===== config.mk =====
export PLATFORM = sky130hd
export DESIGN_NAME = muldiv_unit_flat
export DESIGN_NICKNAME = d
export VERILOG_FILES = /design/src/rtl/muldiv_unit_if.sv /design/src/rtl/muldiv_unit.sv /design/src/flat_wrapper.sv
export SDC_FILE = /design/constraint.sdc
export NUM_CORES = 1
export LEC_CHECK = 0
export ABC_AREA = 0
export CAP_MARGIN = 0
export CELL_PAD_IN_SITES_DETAIL_PLACEMENT = 0
export CELL_PAD_IN_SITES_GLOBAL_PLACEMENT = 1
export CORE_ASPECT_RATIO = 0.75
export CORE_MARGIN = 3
export CORE_UTILIZATION = 46
export DETAILED_ROUTE_END_ITERATION = 10
export PLACE_DENSITY_LB_ADDON = 0.25
export SLEW_MARGIN = 20
export SYNTH_ARGS = -nofsm -noshare
export SYNTH_HDL_FRONTEND = slang
export SYNTH_SLANG_ARGS = --single-unit

===== constraint.sdc =====
create_clock -name clk -period 5.3 [get_ports clk]
set_input_delay 1.06 -clock clk [delete_from_list [all_inputs] [get_ports clk]]
set_output_delay 1.06 -clock clk [all_outputs]
set_load 0.03 [all_outputs]

===== src/rtl/muldiv_unit_if.sv =====
// muldiv_unit_if: request/result bundle between the pipeline and muldiv_unit.
// master = pipeline side (drives requests and MTHI/MTLO writes),
// slave  = muldiv_unit side (drives status and the HI/LO registers).
interface muldiv_unit_if #(
    parameter int WIDTH = 32
);
    logic             start;
    logic [1:0]       op;
    logic [WIDTH-1:0] a;
    logic [WIDTH-1:0] b;
    logic             hi_we;
    logic             lo_we;
    logic [WIDTH-1:0] wdata;
    logic             busy;
    logic             done;
    logic             div_by_zero;
    logic [WIDTH-1:0] hi;
    logic [WIDTH-1:0] lo;

    modport master (
        output start, op, a, b, hi_we, lo_we, wdata,
        input  busy, done, div_by_zero, hi, lo
    );

    modport slave (
        input  start, op, a, b, hi_we, lo_we, wdata,
        output busy, done, div_by_zero, hi, lo
    );
endinterface


===== src/rtl/muldiv_unit.sv =====
// muldiv_unit: iterative multiply/divide unit owning the architectural HI/LO
// registers. One shift-add (multiply) or restoring shift-subtract (divide)
// step per cycle gives a fixed WIDTH-cycle busy window; divide by zero
// completes immediately with hi = a, lo = all ones and a sticky flag.
// op: 00 MULT, 01 DIV, 10 MULTU, 11 DIVU (op[0] selects divide).
// Build option: define MULDIV_SIGNED_EN to make MULT/DIV signed (magnitude
// datapath plus result negation); when undefined every op is unsigned and
// no sign-correction logic is built.
module muldiv_unit #(
    parameter int WIDTH = 32
) (
    input  logic         clk,
    input  logic         reset,
    muldiv_unit_if.slave bus
);
    localparam int CW = $clog2(WIDTH + 1);

    typedef enum logic [1:0] {
        IDLE,
        RUN,
        DONE
    } state_t;

    // control state
    state_t           state;
    logic [CW-1:0]    count;
    logic             busy_r;
    logic             done_r;
    logic             dbz_r;
    logic [WIDTH-1:0] hi_r;
    logic [WIDTH-1:0] lo_r;

    // iteration datapath: {acc_hi, acc_lo} is the running product or the
    // partial remainder / quotient pair; opnd is the multiplicand or divisor
    logic             is_div;
    logic [WIDTH-1:0] acc_hi;
    logic [WIDTH-1:0] acc_lo;
    logic [WIDTH-1:0] opnd;

    // request decode
    logic             op_div;
    logic             div_zero;
    logic             accept;
    logic [WIDTH-1:0] a_mag;
    logic [WIDTH-1:0] b_mag;

    // one-step results and the final (sign-corrected) HI/LO values
    logic [WIDTH:0]   mul_sum;
    logic [WIDTH:0]   div_shift;
    logic             div_ge;
    logic [WIDTH-1:0] step_hi;
    logic [WIDTH-1:0] step_lo;
    logic [WIDTH-1:0] fin_hi;
    logic [WIDTH-1:0] fin_lo;

`ifdef MULDIV_SIGNED_EN
    logic             a_neg;
    logic             b_neg;
    logic             neg_lo;
    logic             neg_hi;
    logic [2*WIDTH-1:0] prod;
`endif

    assign op_div   = bus.op[0];
    assign div_zero = op_div && (bus.b == '0);
    assign accept   = (state != RUN) && bus.start;

    // operand magnitudes for the unsigned iteration datapath
    always_comb begin
        // NOTE: every always_comb output gets a value on entry, so no path
        // through the block can leave one unassigned and infer a latch.
`ifdef MULDIV_SIGNED_EN
        a_neg = ~bus.op[1] & bus.a[WIDTH-1];
        b_neg = ~bus.op[1] & bus.b[WIDTH-1];
        a_mag = a_neg ? -bus.a : bus.a;
        b_mag = b_neg ? -bus.b : bus.b;
`else
        a_mag = bus.a;
        b_mag = bus.b;
`endif
    end

    // one multiply or divide iteration on the current accumulator
    always_comb begin
        mul_sum   = {1'b0, acc_hi} + (acc_lo[0] ? {1'b0, opnd} : '0);
        div_shift = {acc_hi, acc_lo[WIDTH-1]};
        div_ge    = div_shift >= {1'b0, opnd};
        if (is_div) begin
            // when the trial subtraction succeeds the true difference is
            // below the divisor, so a WIDTH-bit subtract is exact
            step_hi = div_ge ? (div_shift[WIDTH-1:0] - opnd) : div_shift[WIDTH-1:0];
            step_lo = {acc_lo[WIDTH-2:0], div_ge};
        end else begin
            step_hi = mul_sum[WIDTH:1];
            step_lo = {mul_sum[0], acc_lo[WIDTH-1:1]};
        end
    end

    // final result: apply operand signs to the magnitude result
    always_comb begin
`ifdef MULDIV_SIGNED_EN
        prod   = {step_hi, step_lo};
        fin_hi = step_hi;
        fin_lo = step_lo;
        if (is_div) begin
            // quotient negative when signs differ, remainder follows dividend
            if (neg_lo) fin_lo = -step_lo;
            if (neg_hi) fin_hi = -step_hi;
        end else if (neg_lo) begin
            prod   = -{step_hi, step_lo};
            fin_hi = prod[2*WIDTH-1:WIDTH];
            fin_lo = prod[WIDTH-1:0];
        end
`else
        fin_hi = step_hi;
        fin_lo = step_lo;
`endif
    end

    // datapath: load magnitudes on an accepted start, iterate while running
    always_ff @(posedge clk) begin
        // NOTE: pure datapath registers carry no reset; they are always
        // loaded on an accepted start before any result depends on them.
        if (accept) begin
            is_div <= op_div;
            acc_hi <= '0;
            acc_lo <= op_div ? a_mag : b_mag;
            opnd   <= op_div ? b_mag : a_mag;
`ifdef MULDIV_SIGNED_EN
            neg_lo <= a_neg ^ b_neg;
            neg_hi <= a_neg;
`endif
        end else if (state == RUN) begin
            acc_hi <= step_hi;
            acc_lo <= step_lo;
        end
    end

    // control FSM, HI/LO registers and status flags
    always_ff @(posedge clk) begin
        // NOTE: state elements use non-blocking assignments so every register
        // samples pre-edge values; later assignments below deliberately
        // override earlier ones (operation results beat MTHI/MTLO).
        if (reset) begin
            state  <= IDLE;
            count  <= '0;
            busy_r <= 1'b0;
            done_r <= 1'b0;
            dbz_r  <= 1'b0;
            hi_r   <= '0;
            lo_r   <= '0;
        end else begin
            done_r <= 1'b0;

            // MTHI/MTLO only land while no operation is iterating
            if (!busy_r) begin
                if (bus.hi_we) hi_r <= bus.wdata;
                if (bus.lo_we) lo_r <= bus.wdata;
            end

            case (state)
                IDLE, DONE: begin
                    if (bus.start) begin
                        if (div_zero) begin
                            // no iterations: report immediately
                            state  <= DONE;
                            count  <= '0;
                            done_r <= 1'b1;
                            dbz_r  <= 1'b1;
                            hi_r   <= bus.a;
                            lo_r   <= '1;
                        end else begin
                            state  <= RUN;
                            count  <= CW'(WIDTH);
                            busy_r <= 1'b1;
                        end
                    end else begin
                        state <= IDLE;
                    end
                end

                RUN: begin
                    count <= count - CW'(1);
                    if (count == CW'(1)) begin
                        state  <= DONE;
                        busy_r <= 1'b0;
                        done_r <= 1'b1;
                        hi_r   <= fin_hi;
                        lo_r   <= fin_lo;
                        if (is_div) dbz_r <= 1'b0;
                    end
                end

                default: begin
                    state  <= IDLE;
                    busy_r <= 1'b0;
                end
            endcase
        end
    end

    assign bus.busy        = busy_r;
    assign bus.done        = done_r;
    assign bus.div_by_zero = dbz_r;
    assign bus.hi          = hi_r;
    assign bus.lo          = lo_r;
endmodule

===== src/flat_wrapper.sv =====
// flat-port wrapper written by rule: the top's interface ports become plain ports
module muldiv_unit_flat 
#(
    parameter int WIDTH = 32
)
  (clk, reset, bus_start, bus_op, bus_a, bus_b, bus_hi_we, bus_lo_we, bus_wdata, bus_busy, bus_done, bus_div_by_zero, bus_hi, bus_lo);
  muldiv_unit_if #(.WIDTH(WIDTH)) bus_i ();
  input  logic clk;
  input  logic reset;
  input wire logic [$bits(bus_i.start)-1:0] bus_start;
  input wire logic [$bits(bus_i.op)-1:0] bus_op;
  input wire logic [$bits(bus_i.a)-1:0] bus_a;
  input wire logic [$bits(bus_i.b)-1:0] bus_b;
  input wire logic [$bits(bus_i.hi_we)-1:0] bus_hi_we;
  input wire logic [$bits(bus_i.lo_we)-1:0] bus_lo_we;
  input wire logic [$bits(bus_i.wdata)-1:0] bus_wdata;
  output wire logic [$bits(bus_i.busy)-1:0] bus_busy;
  output wire logic [$bits(bus_i.done)-1:0] bus_done;
  output wire logic [$bits(bus_i.div_by_zero)-1:0] bus_div_by_zero;
  output wire logic [$bits(bus_i.hi)-1:0] bus_hi;
  output wire logic [$bits(bus_i.lo)-1:0] bus_lo;
  assign bus_i.start = bus_start;
  assign bus_i.op = bus_op;
  assign bus_i.a = bus_a;
  assign bus_i.b = bus_b;
  assign bus_i.hi_we = bus_hi_we;
  assign bus_i.lo_we = bus_lo_we;
  assign bus_i.wdata = bus_wdata;
  assign bus_busy = bus_i.busy;
  assign bus_done = bus_i.done;
  assign bus_div_by_zero = bus_i.div_by_zero;
  assign bus_hi = bus_i.hi;
  assign bus_lo = bus_i.lo;
  muldiv_unit #(.WIDTH(WIDTH)) u_core (.clk(clk), .reset(reset), .bus(bus_i));
endmodule

### After elaboration in Yosys (flattened, before gate mapping)

Cells that the tools add are included.

| storage, ports and cells | value |
|---|---|
| bits in registers | 172 |

| cells by class | value |
|---|---|
| add/subtract/negate cells | 3 |
| multiplexer cells | 40 |
| $lt $le $gt $ge | 1 |
| equality and inequality tests | 9 |
| reduce and logical (&&, ||, !) cells | 10 |

Operators with widths:

| cell | number |
|---|---|
| two-way mux 32 bit | 18 |
| one-hot mux 32 bit (2 select lines) | 2 |
| adder 32 x 33 -> 33 bit | 1 |
| >= comparator 33 x 32 -> 1 bit | 1 |
| logical NOT 32 bit | 1 |
| subtractor 32 bit | 1 |
| two-way mux 6 bit | 2 |
| one-hot mux 6 bit (2 select lines) | 1 |
| two-way mux 1 bit | 10 |
| == test 6 x 1 -> 1 bit (second input constant) | 1 |
| two-way mux 2 bit | 3 |
| != test 2 x 1 -> 1 bit (second input constant) | 3 |
| != test 2 bit (second input constant) | 3 |
| one-hot mux 1 bit (2 select lines) | 3 |
| subtractor 6 x 1 -> 6 bit (second input constant) | 1 |
| AND reduction 5 bit | 1 |
| one-hot mux 2 bit (2 select lines) | 1 |
| nonzero test 2 bit | 2 |
| AND reduction 3 bit | 1 |
| == test 2 x 1 -> 1 bit (second input constant) | 1 |
| == test 2 bit (second input constant) | 1 |
| logical AND 1 bit | 2 |
| logical NOT 2 bit | 1 |
| AND reduction 2 bit | 1 |
| OR reduction 2 bit | 1 |

### Logic depth before layout (Yosys ltp)

| logic depth | value |
|---|---|
| depth in word-level cells | 5 |
| depth in mapped cells | 14 |
| depth with buffers taken out | 14 |

### Least setup slack after synthesis

Ideal clock, no wire load.

| path | value |
|---|---|
| path kind | register to register |
| from | reg u_core.acc_lo[0] |
| to | reg u_core.hi_r[27] (netlist: u_core.bus.hi[27]) |
| buffers on the path | 1 |
| stages on the path, launching flop included | 14 |
| data required time | 5.234 ns |
| setup slack | 1.971 ns |
| library setup time | 0.066 ns |
| arrival time | 3.263 ns |
| cell sequence | edfxtp_1 -> clkbuf_1 -> and2_1 -> ha_1 -> o211a_1 -> o31ai_2 -> a311oi_1 -> or4_1 -> and3_1 -> o21ai_0 -> nand2_1 -> mux2i_1 -> or4_4 -> a21oi_2 |

| on the way | value |
|---|---|
| word-level cells in the longest chain between the ends | 5 |

RTL lines:

| element | RTL line | RTL |
|---|---|---|
| from (decl) | muldiv_unit.sv:37 | `logic [WIDTH-1:0] acc_lo;` |
| from (signal assigned) | muldiv_unit.sv:127 | `acc_lo <= op_div ? a_mag : b_mag;` |
| from (signal assigned) | muldiv_unit.sv:135 | `acc_lo <= step_lo;` |
| two-way mux 32 bit | muldiv_unit.sv:85 | `mul_sum = {1'b0, acc_hi} + (acc_lo[0] ? {1'b0, opnd} : '0);` |
| adder 32 x 33 -> 33 bit | muldiv_unit.sv:85 |  |
| two-way mux 32 bit | muldiv_unit.sv:88 | `if (is_div) begin` |
| two-way mux 32 bit | muldiv_unit.sv:184 | `if (count == CW'(1)) begin` |
| one-hot mux 32 bit (2 select lines) | muldiv_unit.sv:161 | `case (state)` |
| to (signal assigned) | muldiv_unit.sv:157 | `if (bus.hi_we) hi_r <= bus.wdata;` |
| to (signal assigned) | muldiv_unit.sv:170 | `hi_r <= bus.a;` |
| to (signal assigned) | muldiv_unit.sv:188 | `hi_r <= fin_hi;` |
| to (decl) | muldiv_unit.sv:30 | `logic [WIDTH-1:0] hi_r;` |

Every way passes these cells.
A chain may end at the register's enable or synchronous reset.

### Worst setup path after layout

Ends and elaborated chain as after synthesis.

==> summary.txt <==
Run status
  • Outcome: completed

Global routing
  • GRT Total Usage: 29.7%
  • Grt total ovfl: 0
  • First-pass GRT wire length: 71800 µm
  • Largest net degree at the start of global routing: 67
  • Vias in the first global route: 12200
  • Initial antenna violation count: 1

Critical path
  • Setup crit end: u_core.bus.hi[27]
  • Critical Path Stages: 15
  • CP peak stage delay: 0.65 ns
  • Worst Path Arrival: 4.61 ns
  • Critical path's slowest cell: or4_1
  • Cell chain of the critical path: and2_1, ha_1, inv_1, fa_1, nor2b_1, o31ai_2, a311oi_1, buf_4, or4_1, and3_1, o21ai_0, nand2_1, mux2i_1, or4_4, a21oi_2
  • RR Startpoint: u_core.acc_lo[0]
  • CP max FO: 10
  • CP top delay family: simple AND/OR/NAND/NOR gates
  • CP Launch Point: u_core.acc_lo[0]
  • Worst-case reg-to-reg path depth: 15
  • Worst Setup End Kind: flop
  • R2r setup slk: 1.07 ns
  • Worst Path Buf+Inv: 2
  • CP startpoint kind: flop
  • RR Endpoint: u_core.bus.hi[27]
  • Crit path kind: reg -> reg
  • CP Data Required Time: 5.68 ns

Synth
  • Asr flop ratio synth: 0%
  • Post-synth EDFFs: 65
  • Synth warn: 0
  • Mapped Area: 13300 µm²
  • Syn Nets: 1816
  • Synth unique cells: 73
  • Flops & latches, synth: 172
  • Most used flip-flop cell after synthesis: dfxtp_1
  • Seq/Total Area, Yosys: 30.8%
  • Syn avg cell area: 8.07 µm²
  • Gate Count Post-Synth: 1645

Clocking
  • Worst-path clk slew: 0.06 ns
  • Hold_buf cts: 0
  • Clk root buf: clkbuf_16
  • TritonCTS buffer count: 17
  • TritonCTS clock tree: yes
  • Clk Latency, worst-skew pair: 0.44 ns
  • Clock sinks: 172
  • # H-tree levels: 4
  • Max Root-Sink Buffers: 2
  • Post-cts sizing count: 0
  • Setup Buffers After CTS: 0

Cells and area
  • ANT cells: 0
  • Fin nets: 1911
  • Area Overhead vs Synth: 18.4%
  • Share of cells above drive strength 1: 8.50%
  • Fill count: 2695
  • Final cell count without fillers: 2138

Route
  • Drt total wl: 47400 µm
  • Violation count after the first detailed-routing iteration: 1301
  • DR vias: 13100
  • Wire per inst: 22.2 µm
  • Antenna Violating Nets Remaining: 0
  • Via/cell ratio: 6.15
  • Detailed-route DRC error count: 0
  • Pre-antenna DRT Iters: 5

Timing
  • Final hold vios: 0
  • RSZ-0062 raised after global routing: no
  • Max transition margin: 34.7%
  • Achievable Freq: 237 MHz
  • Clk_skew: 0.0134 ns
  • Setup TNS: 0 ns
  • Post-route clock period utilization: 79.8%
  • Min Clock Period, post-route: 4.23 ns
  • Fin. max-slew vios: 0
  • Tightest Pin Transition: 0.979 ns
  • Final worst slack: 1.07 ns
  • Final setup viols: 0

Die
  • Die Y: 153 µm
  • DIE AREA: 31000 µm²
  • FP Rows: 53
  • Initial Utilization: 47.0%
  • Die X: 202 µm
  • Area of the core: 28200 µm²
  • # IOs: 170

Power and ir drop
  • Peak VDD IR: 201 µV
  • LEAKAGE: 6.37 nW
  • PwrDens: 323 nW/µm²

Place
  • HPWL after DPL: 34800 µm
  • Port Buf Inserts: 168
  • Post-Place Worst Slack: 0.897 ns
  • GPL Wtd Cong: 0.929
  • Placed instance count: 2106

Hold path
  • Tightest Hold Check Type: reg -> reg

Run
  • Max Cap Viol: 0
[sequential cells by signal, summed over array words and instances (netlist names), 2 cells and up]
register / cells
u_core.count: 6
u_core.bus.lo: 32
u_core.state: 2
u_core.bus.hi: 32
u_core.acc_lo: 32
u_core.opnd: 32
u_core.acc_hi: 32
[Yosys cell counts (all sizes together) (4+ instances only)]
master,count,share of area (%)
a211o,4,0.26
inv,58,1.6
nand4,9,0.42
a211oi,59,3.3
mux2i,71,5.4
or3,4,0.19
a21boi,5,0.28
nor3,23,0.90
nand2b,6,0.28
ha,66,6.2
a31oi,35,1.6
nand3,54,2.1
xor2,23,1.5
nor2,92,2.7
nor4,11,0.52
and3,11,0.52
a31o,7,0.46
nor2b,40,1.9
a21o,28,1.6
o31ai,8,0.49
dfxtp,107,16
o21a,13,0.73
edfxtp,65,15
clkbuf,91,2.6
o21bai,11,0.71
xnor2,31,2.0
buf,24,0.87
nand2,166,4.7
and2,41,1.9
a221oi,6,0.40
a21oi,167,6.4
o21ai,188,7.1
o211ai,8,0.45
mux2,69,5.9
[where the power goes]
| part | leakage [nW] | switching (mW) | internal [mW] |
|---|---|---|---|
| logic | 4.59 | 1.29 | 0.849 |
| registers | 1.51 | 0.142 | 1.55 |
| clock network | 0.271 | 0.557 | 0.683 |
[through the flow]
stage               hold WS [ns]  instance area (µm²)  power, mW  utilization, %
detailed placement         0.489                15200       3.82            53.7
finish                     0.495                15700       5.08            55.7
floorplan                  0.457                13300       3.14               -
global route               0.516                15700       5.34            55.7
CTS                        0.499                15700       5.06            55.7
global placement           0.483                15200       3.79            53.7
[logic make-up (layout without fill, tap and decap cells)]
group                    count (synthesis)  in the layout  synth area share [%]
adder cells (fa/ha/maj)                 68             68                  6.52
XOR/XNOR                                54             54                  3.56
flip-flops                             172            172                  30.8
AND/OR/NAND/NOR                        472            472                  17.1
buffers and inverters                  173            281                  5.08
multiplexers                           140            140                  11.2
AO/OA/AOI/OAI                          566            566                  25.7
[worst min-delay path by stage]
stage	cells past startpoint	slack (ns)	to	startpoint
final	2	0.49	u_core.bus.div_by_zero	u_core.bus.div_by_zero
after global routing	2	0.52	u_core.bus.div_by_zero	u_core.bus.div_by_zero
after CTS	2	0.50	u_core.acc_hi[26]	u_core.acc_hi[26]
after detailed placement	2	0.49	u_core.acc_hi[26]	u_core.acc_hi[26]
after global placement	2	0.48	u_core.acc_hi[31]	u_core.acc_hi[31]
after floorplan	2	0.46	u_core.acc_hi[26]	u_core.acc_hi[26]
[routing by layer]
layer	vias up	global-route usage, %	part of all wire, %
li1	6203	-	-
met1	6264	43.1	46
met2	591	43.6	42
met3	77	6.07	8.2
met4	4	11.2	3.5
met5	-	0	0.048
[tightest hold or removal path, cell delays in order, from the launching register on]
cell	delay, ns
dfxtp_1	0.31
nor2_1	0.09
a211oi_1	0.05
[cell usage in the layout (no fill, tap or decap), types with 17 or more instances in the layout]
cell and instances:
nor2b_1 39, mux2i_1 71, nor2_1 91, a31oi_1 35, a21o_1 28, buf_4 25
nand2_1 163, nand3_1 53, clkdlybuf4s50_1 166, mux2_2 68, clkbuf_16 17, a21oi_1 164
nor3_1 22, ha_1 66, and2_1 39, inv_1 58, o21ai_0 179, a211oi_1 59
dfxtp_1 106, xor2_1 23, edfxtp_1 65, xnor2_1 31
[layout make-up]
type	count	area, µm²	area share [%]
tap	385	482	3.06
clock buffer	25	485	3.09
inverter	58	218	1.38
clock inverter	7	66.3	0.422
multi-input combinational	1300	8530	54.2
sequential	172	4100	26.0
timing repair buffer	191	1850	11.8
Power figures use the tool's default switching activity.
